File: src/rtl/coin_pkg.sv
// Shared coin codes, detector states and the shape encoder used by the
// coin detector and the vending FSM.
package coin_pkg;

  typedef enum logic [1:0] {
    NONE     = 2'b00,
    CIRCLE   = 2'b01,
    TRIANGLE = 2'b10,
    PENTAGON = 2'b11
  } coin_t;

  typedef enum logic [2:0] {
    IDLE,
    QUALIFY,
    PRESENT,
    RELEASE,
    JAM
  } det_state_t;

  localparam int CNT_W = 4;

  function automatic coin_t encode_shape(input logic [2:0] shape);
    coin_t code;
    case (shape)
      3'b001:  code = CIRCLE;
      3'b010:  code = TRIANGLE;
      3'b100:  code = PENTAGON;
      default: code = NONE;
    endcase
    return code;
  endfunction

  function automatic logic is_onehot(input logic [2:0] shape);
    return (shape == 3'b001) || (shape == 3'b010) || (shape == 3'b100);
  endfunction

endpackage

File: src/rtl/coin_sync.sv
// Two-flop synchronizer for one raw sensor line, cleared by the async reset.
module coin_sync (
  input  logic clock,
  input  logic reset,
  input  logic d,
  output logic q
);

  logic meta_reg;
  logic q_reg;

  always_ff @(posedge clock or posedge reset) begin
    if (reset) begin
      meta_reg <= 1'b0;
      q_reg    <= 1'b0;
    end else begin
      meta_reg <= d;
      q_reg    <= meta_reg;
    end
  end

  assign q = q_reg;

endmodule

File: src/rtl/coin_detector.sv
// Sensor front end: synchronizes and debounces the three shape lines, rejects
// jams and emits one clean CoinValue pulse per coin with a forced idle gap.
module coin_detector
  import coin_pkg::*;
#(
  parameter int DEBOUNCE_CYCLES = 4,
  parameter int MIN_GAP_CYCLES  = 2
) (
  input  logic       clock,
  input  logic       reset,
  input  logic       circle,
  input  logic       triangle,
  input  logic       pentagon,
  output logic [1:0] CoinValue,
  output logic       jam,
  output logic [7:0] coinCount
);

  localparam logic [CNT_W-1:0] DEB_LAST = CNT_W'(DEBOUNCE_CYCLES - 1);
  localparam logic [CNT_W-1:0] GAP_LEN  = CNT_W'(MIN_GAP_CYCLES);

  logic [2:0] raw;
  logic [2:0] pattern;

  assign raw = {pentagon, triangle, circle};

  generate
    for (genvar gi = 0; gi < 3; gi++) begin : g_sync
      coin_sync u_sync (
        .clock (clock),
        .reset (reset),
        .d     (raw[gi]),
        .q     (pattern[gi])
      );
    end
  endgenerate

  det_state_t       state_reg;
  logic [2:0]       cand_reg;
  logic [CNT_W-1:0] cnt_reg;
  coin_t            coin_value_reg;
  logic             jam_reg;
  logic [7:0]       count_reg;

  // cnt is shared: qualify matches, present mismatches, release gap, jam zeros.
  always_ff @(posedge clock or posedge reset) begin
    if (reset) begin
      state_reg      <= IDLE;
      cand_reg       <= 3'b000;
      cnt_reg        <= '0;
      coin_value_reg <= NONE;
      jam_reg        <= 1'b0;
      count_reg      <= 8'd0;
    end else begin
      case (state_reg)
        IDLE: begin
          if (is_onehot(pattern)) begin
            cand_reg  <= pattern;
            cnt_reg   <= CNT_W'(1);
            state_reg <= QUALIFY;
          end else if (pattern != 3'b000) begin
            cnt_reg   <= '0;
            jam_reg   <= 1'b1;
            state_reg <= JAM;
          end
        end
        QUALIFY: begin
          if (pattern == cand_reg) begin
            if (cnt_reg == DEB_LAST) begin
              cnt_reg        <= '0;
              coin_value_reg <= encode_shape(cand_reg);
              count_reg      <= count_reg + 8'd1;
              state_reg      <= PRESENT;
            end else begin
              cnt_reg <= cnt_reg + CNT_W'(1);
            end
          end else begin
            cnt_reg   <= '0;
            state_reg <= IDLE;
          end
        end
        PRESENT: begin
          if (pattern != cand_reg) begin
            if (cnt_reg == DEB_LAST) begin
              cnt_reg        <= '0;
              coin_value_reg <= NONE;
              state_reg      <= RELEASE;
            end else begin
              cnt_reg <= cnt_reg + CNT_W'(1);
            end
          end else begin
            cnt_reg <= '0;
          end
        end
        RELEASE: begin
          // Gap runs unconditionally; a coin left in place then holds us here.
          if (cnt_reg != GAP_LEN) begin
            cnt_reg <= cnt_reg + CNT_W'(1);
          end else if (pattern == 3'b000) begin
            cnt_reg   <= '0;
            state_reg <= IDLE;
          end
        end
        JAM: begin
          if (pattern == 3'b000) begin
            if (cnt_reg == DEB_LAST) begin
              cnt_reg   <= '0;
              jam_reg   <= 1'b0;
              state_reg <= IDLE;
            end else begin
              cnt_reg <= cnt_reg + CNT_W'(1);
            end
          end else begin
            cnt_reg <= '0;
          end
        end
        default: begin
          cnt_reg        <= '0;
          coin_value_reg <= NONE;
          jam_reg        <= 1'b0;
          state_reg      <= IDLE;
        end
      endcase
    end
  end

  assign CoinValue = coin_value_reg;
  assign jam       = jam_reg;
  assign coinCount = count_reg;

endmodule

File: config.mk
export PLATFORM = sky130hd
export DESIGN_NAME = coin_detector
export DESIGN_NICKNAME = d
export VERILOG_FILES = /design/src/rtl/coin_pkg.sv /design/src/rtl/coin_sync.sv /design/src/rtl/coin_detector.sv
export SDC_FILE = /design/constraint.sdc
export NUM_CORES = 1
export LEC_CHECK = 0
export BUFFER_PORTS_ARGS = -buffer_cell sky130_fd_sc_hd__buf_2
export CORE_ASPECT_RATIO = 0.8
export CORE_MARGIN = 2
export CORE_UTILIZATION = 45
export DETAILED_ROUTE_END_ITERATION = 7
export PLACE_DENSITY = 0.66
export SETUP_SLACK_MARGIN = 0.15
export SYNTH_ARGS = -nofsm -noshare
export SYNTH_HDL_FRONTEND = slang
export SYNTH_SLANG_ARGS = --single-unit
File: constraint.sdc
create_clock -name clock -period 2.4 [get_ports clock]
set_input_delay 0 -clock clock [delete_from_list [all_inputs] [get_ports clock]]
set_output_delay 0 -clock clock [all_outputs]
set_load 0.01 [all_outputs]
==> run_results.csv <==
group,metric,value,unit
run_status,status,"complete, no violations",
die,core,2810,sq um
place,post_dp_cell_area,1460,sq um
die,initial_core_util,48.0,%
job,max_cap_violations,0,
route,first_pass_iters,4,
worst_setup_path,rrSetupSlack,0.31,ns
sta,worst_clock_skew,0.00530,ns
clock_tree,path_clk_slew,0.09,ns
worst_setup_path,endpoint,"state_reg[0]",
global_routing,antenna_found_initial,0,
worst_setup_path,startpoint,"cnt_reg[0]",
die,io_pins,16,
sta,fin_crit_sh,87.2,%
cells_and_area,area_delta_synth_final,14.7,%
clock_tree,cts_buffer_depth,2,
synthesis,ys_ff_latch,27,
worst_setup_path,crit_fanout,5,
sta,drv_slew,0,
cells_and_area,largest_reg_flops,8,
global_routing,grt_pass1_wl,4220,um
die,die_area,3450,sq um
cells_and_area,final_area,1550,sq um
hold_path,holdCritPathClass,"reg2reg",
worst_setup_path,r2r_start,"cnt_reg[0]",
place,gp_congestion,0.799,
sta,setup_viol_count_final,0,
synthesis,synth_ff_type,"dfrtp_1",
synthesis,syn_inst,120,
route,drc,0,
worst_setup_path,r2r_cells,6,
place,pre_cts_ws,0.339,ns
route,via_per_inst,5.40,
synthesis,synthArstFlopShare,100,%
power_and_ir_drop,powerDensity,816,nW/um^2
sta,slew_headroom,33.1,%
place,io_buffers,15,
route,ant_nets,0,
global_routing,grt_overflow,0,
clock_tree,tritoncts,"yes",
sta,fin_ws,0.307,ns
cells_and_area,antennaDiodeCount,0,
worst_setup_path,required,2.57,ns
global_routing,grt_max_degree,28,
route,wire_per_inst,13.4,um
route,drt-total-wl,2390,um
clock_tree,htreeDepth,1,
sta,rsz0062_at_grt,"no",
worst_setup_path,crit_path_end_kind,"flop",
clock_tree,numCtsBuffers,3,
sta,worst_pin_slew,1.00,ns
clock_tree,clock-root-buffer,"clkbuf_8",
sta,fin_tns_setup,0,ns
cells_and_area,layout_common_cells,"dfrtp_1 (27), buf_2 (15), xnor2_1 (11), nand2_1 (9), o21ai_0 (7)",
die,rows,17,
clock_tree,clock_sinks,27,
cells_and_area,drive_gt1_share,20.7,%
worst_setup_path,cp-start-kind,"flop",
cells_and_area,final_common_cell,"dfrtp_1",
synthesis,syn_nets,128,
die,dieHeight,52.9,um
worst_setup_path,regToRegEndpoint,"state_reg[0]",
power_and_ir_drop,vdd_drop_max,0.504,mV
synthesis,synth-edff-count,0,
sta,period_needed,2.09,ns
synthesis,synth_area,1350,sq um
place,dp_hpwl,1750,um
sta,max_freq,478,MHz
clock_tree,clock_latency,0.27,ns
global_routing,track_usage,16.2,%
worst_setup_path,cp.arrival,2.26,ns
die,die_w,65.2,um
global_routing,grt_pass1_vias,911,
synthesis,ys_seq_area_share,50.1,%
worst_setup_path,critPathKind,"reg2reg",
synthesis,synth_cell_types,36,
synthesis,synth.avg_cell_area,11.2,sq um
route,drt_iter0_drc,36,
power_and_ir_drop,total_leakage_power,0.000682,uW
cells_and_area,nets,149,
synthesis,yosys_warnings,0,
sta,hold_violations,0,
route,num_vias,961,
==> layout make-up <==
type,instances,area (sq um)
clock buffers,3,41.3
fillers,258,1260
well taps,38,47.5
repair buffers,19,115
clock inverters,1,5.00
flip-flops and latches,27,676
inverters,3,11.3
multi-input cells,87,649
==> per-stage QoR <==
stage	total power (uW)	hold slack, ns	util (%)	std cells
floorplan	925	0.0314	-	120
CTS	1270	0.351	55.0	178
finish	1260	0.354	55.0	178
global placement	995	0.107	52.0	170
detailed placement	1010	0.109	52.0	170
global route	1340	0.363	55.0	178
==> what timing repair did <==
action,in CTS,in global routing
hold endpoints to repair,30,0
setup endpoints to repair,0,0
hold buffers,4,0
resized for setup,0,0
buffers inserted,0,0
==> layer usage <==
layer | track usage [%] | share of wire [%] | vias to the layer above
li1 | - | - | 472
met1 | 21.7 | 50 | 471
met2 | 26.0 | 46 | 14
met3 | 4.47 | 2.8 | 4
met4 | 4.17 | 0.88 | 0
met5 | 0 | 0 | -
==> report_power, final <==
group          switching (uW)  internal [uW]  total (uW)  leakage [uW]
Sequential                105            529         634      0.000349
Clock                     138            116         255     0.0000255
Combinational             177            196         373      0.000307
==> cells in the mapped netlist, types with 2 or more instances <==
master / count / share of area (%)
dfrtp_1: 27 / 50
xnor2_1: 11 / 7.1
nand2_1: 9 / 2.5
o21ai_0: 7 / 2.6
nand4_1: 5 / 2.3
mux2_2: 4 / 3.3
nand2b_1: 4 / 1.9
nor2_1: 4 / 1.1
nor3_1: 4 / 1.5
and3_1: 3 / 1.4
clkbuf_1: 3 / 0.84
ha_1: 3 / 2.8
inv_1: 3 / 0.84
nand3_1: 3 / 1.1
or3_1: 3 / 1.4
xor2_1: 3 / 2.0
a211oi_1: 2 / 1.1
a32o_1: 2 / 1.5
mux2i_1: 2 / 1.5
nor3_2: 2 / 1.5
==> cell families after synthesis <==
| logic type | count (synthesis) | synth area share (%) |
|---|---|---|
| mux | 7 | 5.94 |
| buf+inv | 6 | 1.67 |
| xor+xnor | 14 | 9.10 |
| simple gates | 43 | 19.0 |
| fa+ha+maj | 3 | 2.79 |
| compound gates | 20 | 11.3 |
| flops | 27 | 50.1 |
==> worst min-delay path by stage <==
stage                           endpoint                      start  cells after the start  slack, ns
2_1_floorplan  g_sync[0].u_sync.meta_reg                     circle                      0       0.03
3_3_place_gp   g_sync[1].u_sync.meta_reg                   triangle                      1       0.11
3_5_place_dp   g_sync[1].u_sync.meta_reg                   triangle                      1       0.11
4_1_cts        g_sync[1].u_sync.meta_reg                   triangle                      2       0.35
5_1_grt        g_sync[0].u_sync.meta_reg                     circle                      2       0.36
6_report              g_sync[0].u_sync.q  g_sync[0].u_sync.meta_reg                      0       0.35
==> worst max-delay path: stages, from the launching register on <==
cell      delay (ns)
dfrtp_1         0.42
ha_1            0.23
nor3b_4         0.26
a211oi_1        0.14
a221o_1         0.41
a21boi_4        0.21
mux2_4          0.31
Note: power is estimated with default switching activity, not from simulation.
